$ cat src/rtl/s2p_defs.sv
// Shared definitions for the serial-to-parallel deserialiser:
// FSM state encodings and the default word width.
package s2p_defs;

    typedef enum logic [1:0] {
        S_IDLE = 2'd0,
        S_RECV = 2'd1,
        S_HOLD = 2'd2
    } state_e;

    localparam int unsigned S2P_WIDTH = 8;

endpackage

$ cat src/rtl/serial_to_parallel_if.sv
// Frame input and parallel-word output bundle of the deserialiser.
// slave = deserialiser side, master = feeding/consuming side.
interface serial_to_parallel_if
    import s2p_defs::*;
#(
    parameter int unsigned WIDTH = S2P_WIDTH
);

    logic             start;
    logic             in_valid;
    logic             in_bit;
    logic             out_ready;
    logic [WIDTH-1:0] out_data;
    logic             out_valid;
    logic             busy;
    logic             overrun;

    modport slave (
        input  start,
        input  in_valid,
        input  in_bit,
        input  out_ready,
        output out_data,
        output out_valid,
        output busy,
        output overrun
    );

    modport master (
        output start,
        output in_valid,
        output in_bit,
        output out_ready,
        input  out_data,
        input  out_valid,
        input  busy,
        input  overrun
    );

endinterface

$ cat src/rtl/s2p_shift_reg.sv
// WIDTH-bit shift register with enable, fixed direction and sync clear.
// nxt_o exposes the value the register takes on an enabled edge.
module s2p_shift_reg #(
    parameter int unsigned WIDTH     = 8,
    parameter bit          MSB_FIRST = 1'b1
) (
    input  logic             clk,
    input  logic             clr_i,
    input  logic             en_i,
    input  logic             bit_i,
    output logic [WIDTH-1:0] data_o,
    output logic [WIDTH-1:0] nxt_o
);

    logic [WIDTH-1:0] data_q;
    logic [WIDTH-1:0] data_d;

    // MSB-first: oldest bit walks up to the top.
    if (MSB_FIRST) begin : g_msb
        assign data_d = {data_q[WIDTH-2:0], bit_i};
    end else begin : g_lsb
        assign data_d = {bit_i, data_q[WIDTH-1:1]};
    end

    always_ff @(posedge clk) begin
        if (clr_i) begin
            data_q <= '0;
        end else if (en_i) begin
            data_q <= data_d;
        end
    end

    assign data_o = data_q;
    assign nxt_o  = data_d;

endmodule

$ cat src/rtl/serial_to_parallel.sv
// Deserialiser: collects WIDTH framed serial bits into a word,
// offers it on a valid/ready handshake and flags overrun bits.
module serial_to_parallel
    import s2p_defs::*;
#(
    parameter int unsigned WIDTH     = S2P_WIDTH,
    parameter bit          MSB_FIRST = 1'b1
) (
    input logic                  clk,
    input logic                  clear,
    serial_to_parallel_if.slave  bus
);

    localparam int unsigned CNT_W = $clog2(WIDTH) + 1;
    localparam logic [CNT_W-1:0] CNT_LAST = CNT_W'(WIDTH - 1);

    state_e           state_q;
    state_e           state_d;
    logic [CNT_W-1:0] cnt_q;
    logic [CNT_W-1:0] cnt_d;
    logic [WIDTH-1:0] out_data_q;
    logic [WIDTH-1:0] out_data_d;
    logic             out_valid_q;
    logic             out_valid_d;
    logic             overrun_q;
    logic             overrun_d;

    logic             shift_en;
    logic [WIDTH-1:0] sr_data;
    logic [WIDTH-1:0] sr_nxt;

    s2p_shift_reg #(
        .WIDTH     (WIDTH),
        .MSB_FIRST (MSB_FIRST)
    ) u_shift (
        .clk    (clk),
        .clr_i  (clear),
        .en_i   (shift_en),
        .bit_i  (bus.in_bit),
        .data_o (sr_data),
        .nxt_o  (sr_nxt)
    );

    always_ff @(posedge clk) begin
        if (clear) begin
            state_q     <= S_IDLE;
            cnt_q       <= '0;
            out_data_q  <= '0;
            out_valid_q <= 1'b0;
            overrun_q   <= 1'b0;
        end else begin
            state_q     <= state_d;
            cnt_q       <= cnt_d;
            out_data_q  <= out_data_d;
            out_valid_q <= out_valid_d;
            overrun_q   <= overrun_d;
        end
    end

    always_comb begin
        state_d     = state_q;
        cnt_d       = cnt_q;
        out_data_d  = out_data_q;
        out_valid_d = out_valid_q;
        overrun_d   = overrun_q;
        shift_en    = 1'b0;

        unique case (state_q)
            S_IDLE: begin
                if (bus.start) begin
                    state_d = S_RECV;
                    cnt_d   = '0;
                end
            end
            S_RECV: begin
                if (bus.in_valid) begin
                    shift_en = 1'b1;
                    if (cnt_q == CNT_LAST) begin
                        // Word leaves via the shifter's next value so the
                        // last bit is included without an extra cycle.
                        out_data_d  = sr_nxt;
                        out_valid_d = 1'b1;
                        cnt_d       = '0;
                        state_d     = S_HOLD;
                    end else begin
                        cnt_d = cnt_q + CNT_W'(1);
                    end
                end
            end
            S_HOLD: begin
                if (bus.in_valid) begin
                    overrun_d = 1'b1;
                end
                if (out_valid_q && bus.out_ready) begin
                    out_valid_d = 1'b0;
                    cnt_d       = '0;
                    state_d     = bus.start ? S_RECV : S_IDLE;
                end
            end
            default: begin
                state_d     = S_IDLE;
                cnt_d       = '0;
                out_valid_d = 1'b0;
            end
        endcase
    end

    assign bus.out_data  = out_data_q;
    assign bus.out_valid = out_valid_q;
    assign bus.busy      = (state_q == S_RECV);
    assign bus.overrun   = overrun_q;

    logic unused_sr;
    assign unused_sr = ^sr_data;

endmodule

$ cat src/flat_wrapper.sv
// flat-port wrapper written by rule: the top's interface ports become plain ports
module serial_to_parallel_flat import s2p_defs::*;
#(
    parameter int unsigned WIDTH     = S2P_WIDTH,
    parameter bit          MSB_FIRST = 1'b1
)
  (clk, clear, bus_start, bus_in_valid, bus_in_bit, bus_out_ready, bus_out_data, bus_out_valid, bus_busy, bus_overrun);
  serial_to_parallel_if #(.WIDTH(WIDTH)) bus_i ();
  input logic clk;
  input logic clear;
  input wire logic [$bits(bus_i.start)-1:0] bus_start;
  input wire logic [$bits(bus_i.in_valid)-1:0] bus_in_valid;
  input wire logic [$bits(bus_i.in_bit)-1:0] bus_in_bit;
  input wire logic [$bits(bus_i.out_ready)-1:0] bus_out_ready;
  output wire logic [$bits(bus_i.out_data)-1:0] bus_out_data;
  output wire logic [$bits(bus_i.out_valid)-1:0] bus_out_valid;
  output wire logic [$bits(bus_i.busy)-1:0] bus_busy;
  output wire logic [$bits(bus_i.overrun)-1:0] bus_overrun;
  assign bus_i.start = bus_start;
  assign bus_i.in_valid = bus_in_valid;
  assign bus_i.in_bit = bus_in_bit;
  assign bus_i.out_ready = bus_out_ready;
  assign bus_out_data = bus_i.out_data;
  assign bus_out_valid = bus_i.out_valid;
  assign bus_busy = bus_i.busy;
  assign bus_overrun = bus_i.overrun;
  serial_to_parallel #(.WIDTH(WIDTH), .MSB_FIRST(MSB_FIRST)) u_core (.clk(clk), .clear(clear), .bus(bus_i));
endmodule
$ cat config.mk
export PLATFORM = sky130hd
export DESIGN_NAME = serial_to_parallel_flat
export DESIGN_NICKNAME = d
export VERILOG_FILES = /design/src/rtl/s2p_defs.sv /design/src/rtl/serial_to_parallel_if.sv /design/src/rtl/s2p_shift_reg.sv /design/src/rtl/serial_to_parallel.sv /design/src/flat_wrapper.sv
export SDC_FILE = /design/constraint.sdc
export NUM_CORES = 1
export LEC_CHECK = 0
export CORE_MARGIN = 2
export CORE_UTILIZATION = 30
export CTS_CLUSTER_DIAMETER = 200
export CTS_CLUSTER_SIZE = 10
export DETAILED_ROUTE_END_ITERATION = 7
export PLACE_DENSITY = 0.47
export SYNTH_ARGS = -nofsm -noshare
export SYNTH_HDL_FRONTEND = slang
export SYNTH_SLANG_ARGS = --single-unit
$ cat constraint.sdc
create_clock -name clk -period 3.2 [get_ports clk]
set_clock_uncertainty 0.05 [all_clocks]
set_input_delay 0.8 -clock clk [delete_from_list [all_inputs] [get_ports clk]]
set_output_delay 0.8 -clock clk [all_outputs]
set_load 0.005 [all_outputs]
; Word-level counts from Yosys, hierarchy flattened
; Index checks and enable logic that the tools add are counted.
; W data, S select, Z words.
[op_classes]
mux = 17
mul = 0
eq_ne = 7
n_addsub = 1
n_div = 0
magnitude_cmp = 0
bitwise = 1
n_reduce_logical = 7
shift = 0
[ops]
columns = op, n
row1 = $mux W4, 4
row2 = $pmux W4 S3, 1
row3 = $mux W2, 4
row4 = $reduce_and A4 Y1, 2
row5 = $mux W1, 6
row6 = $pmux W2 S3, 1
row7 = $reduce_and A3 Y1, 2
row8 = $add A4 B1 Y4 const B, 1
row9 = $eq A4 B3 Y1 const B, 1
row10 = $ne A2 B1 Y1 const B, 2
row11 = $ne A2 B2 Y1 const B, 2
row12 = $pmux W1 S3, 1
row13 = $eq A2 B1 Y1 const B, 1
row14 = $eq A2 B2 Y1 const B, 1
row15 = $logic_not A2 Y1, 1
row16 = $reduce_and A2 Y1, 1
row17 = $logic_and A1 B1 Y1, 1
row18 = $not A1 Y1, 1
[totals]
regBits = 23
romBits = 0
mem_count = 0
latchBits = 0
elab_cells = 39
ramBits = 0

; Longest topological paths before layout
[depth]
ltp_word = 4
ltp_mapped = 5
mapped_depth_nobuf = 4

; Hierarchy
; A second synthesis with hierarchy kept.
[hier_totals]
hier_cells = 120
area_unflattened_um2 = 1081.0
[modules_own_cells]
columns = mod, area_each_um2, n_inst, cells_per_inst, seq_area_each_um2
row1 = serial_to_parallel, 735.7, 1, 86, 320.3
row2 = s2p_shift_reg, 345.3, 1, 34, 160.2

; Least setup slack after synthesis
; OpenSTA, ideal clock, no wires.
[synth_path]
path_kind = in2reg
start = input clear
end = register u_core.cnt_q[1]
setup_ns = 0.131
setup_slack_ns = 1.559
t_arrival_ns = 1.460
t_required_ns = 3.019
cell_stages = 4
n_path_buf = 2
path_cell_list = clkbuf_1 > clkbuf_1 > nand3b_1 > o21ai_0
[synth_rtl]
columns = item, line
row1 = "start, declared", flat_wrapper.sv:10  ; input logic clear;
row2 = "end signal, assigned", serial_to_parallel.sv:53  ; cnt_q <= cnt_d;
row3 = "end, declared", serial_to_parallel.sv:19  ; logic [CNT_W-1:0] cnt_q;

; Worst setup path after layout
[layout_path]
start = register u_core.state_q[0]
end = output bus_busy
[layout_via]
elab_chain_len = 1
[layout_rtl]
columns = item, line
row1 = "start, declared", serial_to_parallel.sv:17  ; state_e state_q;
row2 = "start signal, assigned", serial_to_parallel.sv:52  ; state_q <= state_d;
row3 = $eq A2 B1 Y1, serial_to_parallel.sv:110  ; assign bus.busy = (state_q == S_RECV);
row4 = "end, declared", flat_wrapper.sv:17  ; output wire logic [$bits(bus_i.busy)-1:0] bus_busy;
; No other way between the ends.

==> summary.md <==
| Metric | Value |
|---|---|
| Min-Delay Path Depth | 2 |
| Root Driver | clkbuf_4 |
| Top_reg_cell synth | dfxtp_1 |
| Seq cells post-synth | 23 |
| CP Launch Type | register |
| Setup violators final | 0 |
| Setup_tns | 0 ns |
| Synth Area in Adders | 0.0127 |
| Hold endpoint | u_core.u_shift.data_o[6]$_SDFFE_PP0P_ |
| Worst-case reg-to-reg path depth | 4 |
| Dpl cells | ~170 |
| Area taken by multi-input logic gates | ~470 um^2 |
| Post-synth EDFFs | 0 |
| Max-slew headroom | 0.725 |
| Yosys top cell area share | 0.466 |
| Max_cap viols | 0 |
| Syn nets | about 120 |
| Ys Warns | 0 |
| R2R Path Start | u_core.cnt_q[0]$_SDFFE_PP0P_ |
| Crit Path Max Fanout | 9 |
| Gr ovfl total | 0 |
| Fraction of layout cells with a size suffix above 1 | 0.0630 |
| Post-Syn Area per Cell | 8.67 um^2 |
| Filler cells | 340 |
| Setup Fix Bufs, Post-CTS | 0 |
| CP Class | register to output pin |
| Sequential cell area fraction in the yosys report | 0.466 |
| Post-synth ARST share | 0 |
| Max rail drop VDD | about 0.21 mV |
| Synth area leaders | dfxtp_1, a21oi_1, nand2_1 |
| CP required | about 2.4 ns |
| Post-Syn Instances | roughly 110 |
| DR DRC count | 0 |
| Area Overhead vs Synth | 20.1% |
| Multiplexer area fraction after synthesis | 0.0203 |
| Vias in the first global route | just over 700 |
| DR WL/cell | 11.7 um |
| Die area | approximately 3800 um^2 |
| Post-CTS resize count | 0 |
| Clk sink count | 23 |
| GRT Resource Usage Total | 0.119 |
| IO Port Bufs | 16 |
| Number of library cell types mapped by synthesis | 25 |
| Lkg Pwr | about 0.00039 uW |
| Initial core utilization | 0.319 |
| Unrepaired setup endpoints after global routing | no |
| Hold path start | u_core.u_shift.data_o[6]$_SDFFE_PP0P_ |
| CTS clock-pin slew for the worst setup and hold paths | between 0.1 and 0.15 ns |
| Synth Cell Area | roughly 1000 um^2 |
| Initial antenna violation count | 0 |
| Main combinational cell family by area after synthesis | simple AND/OR/NAND/NOR gates |
| Die width | 61.4 um |
| Nets@finish | 135 |
| Vias | about 830 |
| Pre-antenna DRT Iters | 4 |
| CP arrival | about 1.6 ns |
| Simple logic cell fraction of the synthesized area | 0.230 |
| Hpwl dp | approximately 1.3 mm |
| Later-pin clock latency in the skew report | ~0.31 ns |
| FF-to-FF setup slack | 1.63 ns |
| Max-slew violations | 0 |
| Fin crit share | 0.759 |
| Clk buf depth | 2 |
| Post-detailed-route count of antenna-violating nets | 0 |
| Reg2Reg Capture Point | u_core.cnt_q[0]$_SDFFE_PP0P_ |
| Outcome | finished, final reports clean |
| Type of the worst min-delay path | register to register |
| XOR/XNOR share of the synthesized area | 0 |
| WL final | between 1.5 and 2 mm |
| Yosys top cell by area | dfxtp_1 |
| Minimum clock period after layout | 2.43 ns |
| Initial DRC count | between 50 and 60 |
| Num CTS Buffers | 3 |
| Vert. Die Dim | between 60 and 70 um |
| Final Hold Viols | 0 |
| H-tree Lvls | 1 |
| CTS Hold Buffers Added | 0 |
| Top-count cell post-synth | dfxtp_1 |
| Max Clock Freq | 0.412 GHz |
| Crit end category | output pin |
| Largest net degree at the start of global routing | 27 |
| IO Count | 17 |
| First-pass GRT wire length | ~3.3 mm |
| Post-synthesis compound-gate area fraction | 0.208 |
| Synth top cells by count | dfxtp_1, a21oi_1, nand2_1 |
| # diodes | 0 |
| Vias/cell | 4.82 |
| FF/Latch Area | roughly 460 um^2 |
| Cell Rows | 20 |
| CTS tree | done |
| Pwr dens | ~390 nW/um^2 |
| Fin cells | 171 |
| GP Congestion | 0.724 |
| Core area | around 3100 um^2 |
| Worst-Margin Slew | 0.401 ns |
==> metrics by stage <==
step | hold slack, ns | total power (uW) | setup WS [ns] | instance area, um^2 | utilization
6_report | 0.416 | 462 | 0.771 | 1190 | 0.383
2_1_floorplan | 0.387 | 320 | 1.56 | 988 | -
3_3_place_gp | 0.402 | 333 | 0.906 | 1160 | 0.374
5_1_grt | 0.447 | 486 | 0.643 | 1190 | 0.383
4_1_cts | 0.419 | 473 | 0.739 | 1190 | 0.383
3_5_place_dp | 0.401 | 333 | 0.885 | 1160 | 0.374
==> state kept, by name, summed over array words and instances (netlist names) <==
signal	count
u_core.bus.out_data	8
u_core.u_shift.data_o	7
u_core.cnt_q	4
u_core.state_q	2
u_core.bus.out_valid	1
u_core.bus.overrun	1
==> logic make-up (layout without fill, tap and decap cells) <==
kind of cell	Yosys count	in the layout
and+or+nand+nor	42	42
AOI/OAI and AO/OA	36	36
DFF	23	23
buffers and inverters	10	23
muxes	2	2
adders and majority gates	1	1
==> report_power, final <==
part / internal [uW] / total (uW) / switching, uW
Sequential: 289 / 292 / 3.71
Combinational: 14.8 / 34.3 / 19.5
Clock: 46.6 / 135 / 88.3
==> critical path, stage by stage (launching register included) <==
cell	delay, ns
dfxtp_1	0.52
nor2b_1	0.23
clkdlybuf4s50_1	0.52
==> worst max-delay path by stage <==
stage / start / endpoint / slack (ns) / cells past startpoint
after floorplan: clear / u_core.cnt_q[1]$_SDFFE_PP0P_ / 1.56 / 4
after global placement: bus_in_valid / u_core.cnt_q[0]$_SDFFE_PP0P_ / 0.91 / 4
after detailed placement: bus_in_valid / u_core.cnt_q[0]$_SDFFE_PP0P_ / 0.88 / 4
after CTS: u_core.state_q[0]$_SDFFE_PP0P_ / bus_busy / 0.74 / 2
after global routing: u_core.state_q[0]$_SDFFE_PP0P_ / bus_busy / 0.64 / 2
final: u_core.state_q[0]$_SDFFE_PP0P_ / bus_busy / 0.77 / 2
==> metal layers <==
layer / GRT usage / wire (um) / vias to the layer above / share of wire
li1: - / - / 429 / -
met1: 0.183 / 1050 / 386 / 0.53
met2: 0.155 / 876 / 8 / 0.44
met3: 0.0273 / 54 / 2 / 0.027
met4: 0.0517 / 15 / 0 / 0.0075
met5: 0 / 0 / - / 0
==> area by class of cell <==
| type | instances | share of cell area |
|---|---|---|
| Tap cell | 44 | 0.0464 |
| Inverter | 1 | 0.00316 |
| Clock inverter | 1 | 0.00421 |
| Timing Repair Buffer | 18 | 0.148 |
| Clock buffer | 3 | 0.0190 |
| Multi-Input combinational cell | 81 | 0.392 |
| Sequential cell | 23 | 0.388 |
==> layout by cell type, fill, tap and decap left out <==
cell type and count:
a21oi_1 20, inv_1 1, nand3b_4 1, or3_1 1
nor2_1 2, or4_1 1, clkinv_2 1, o21ai_0 11
and3b_1 2, a31oi_1 1, mux2i_1 2, nand2_1 17
ha_1 1, nand3b_1 3, nor2b_1 1, a311o_1 2
nand3_1 9, nand2b_1 4, o221ai_1 1, buf_4 2
a311oi_2 1, clkbuf_4 3, nand4_1 1, clkdlybuf4s50_1 16
dfxtp_1 23
Note: power is estimated with default switching activity, not from simulation.
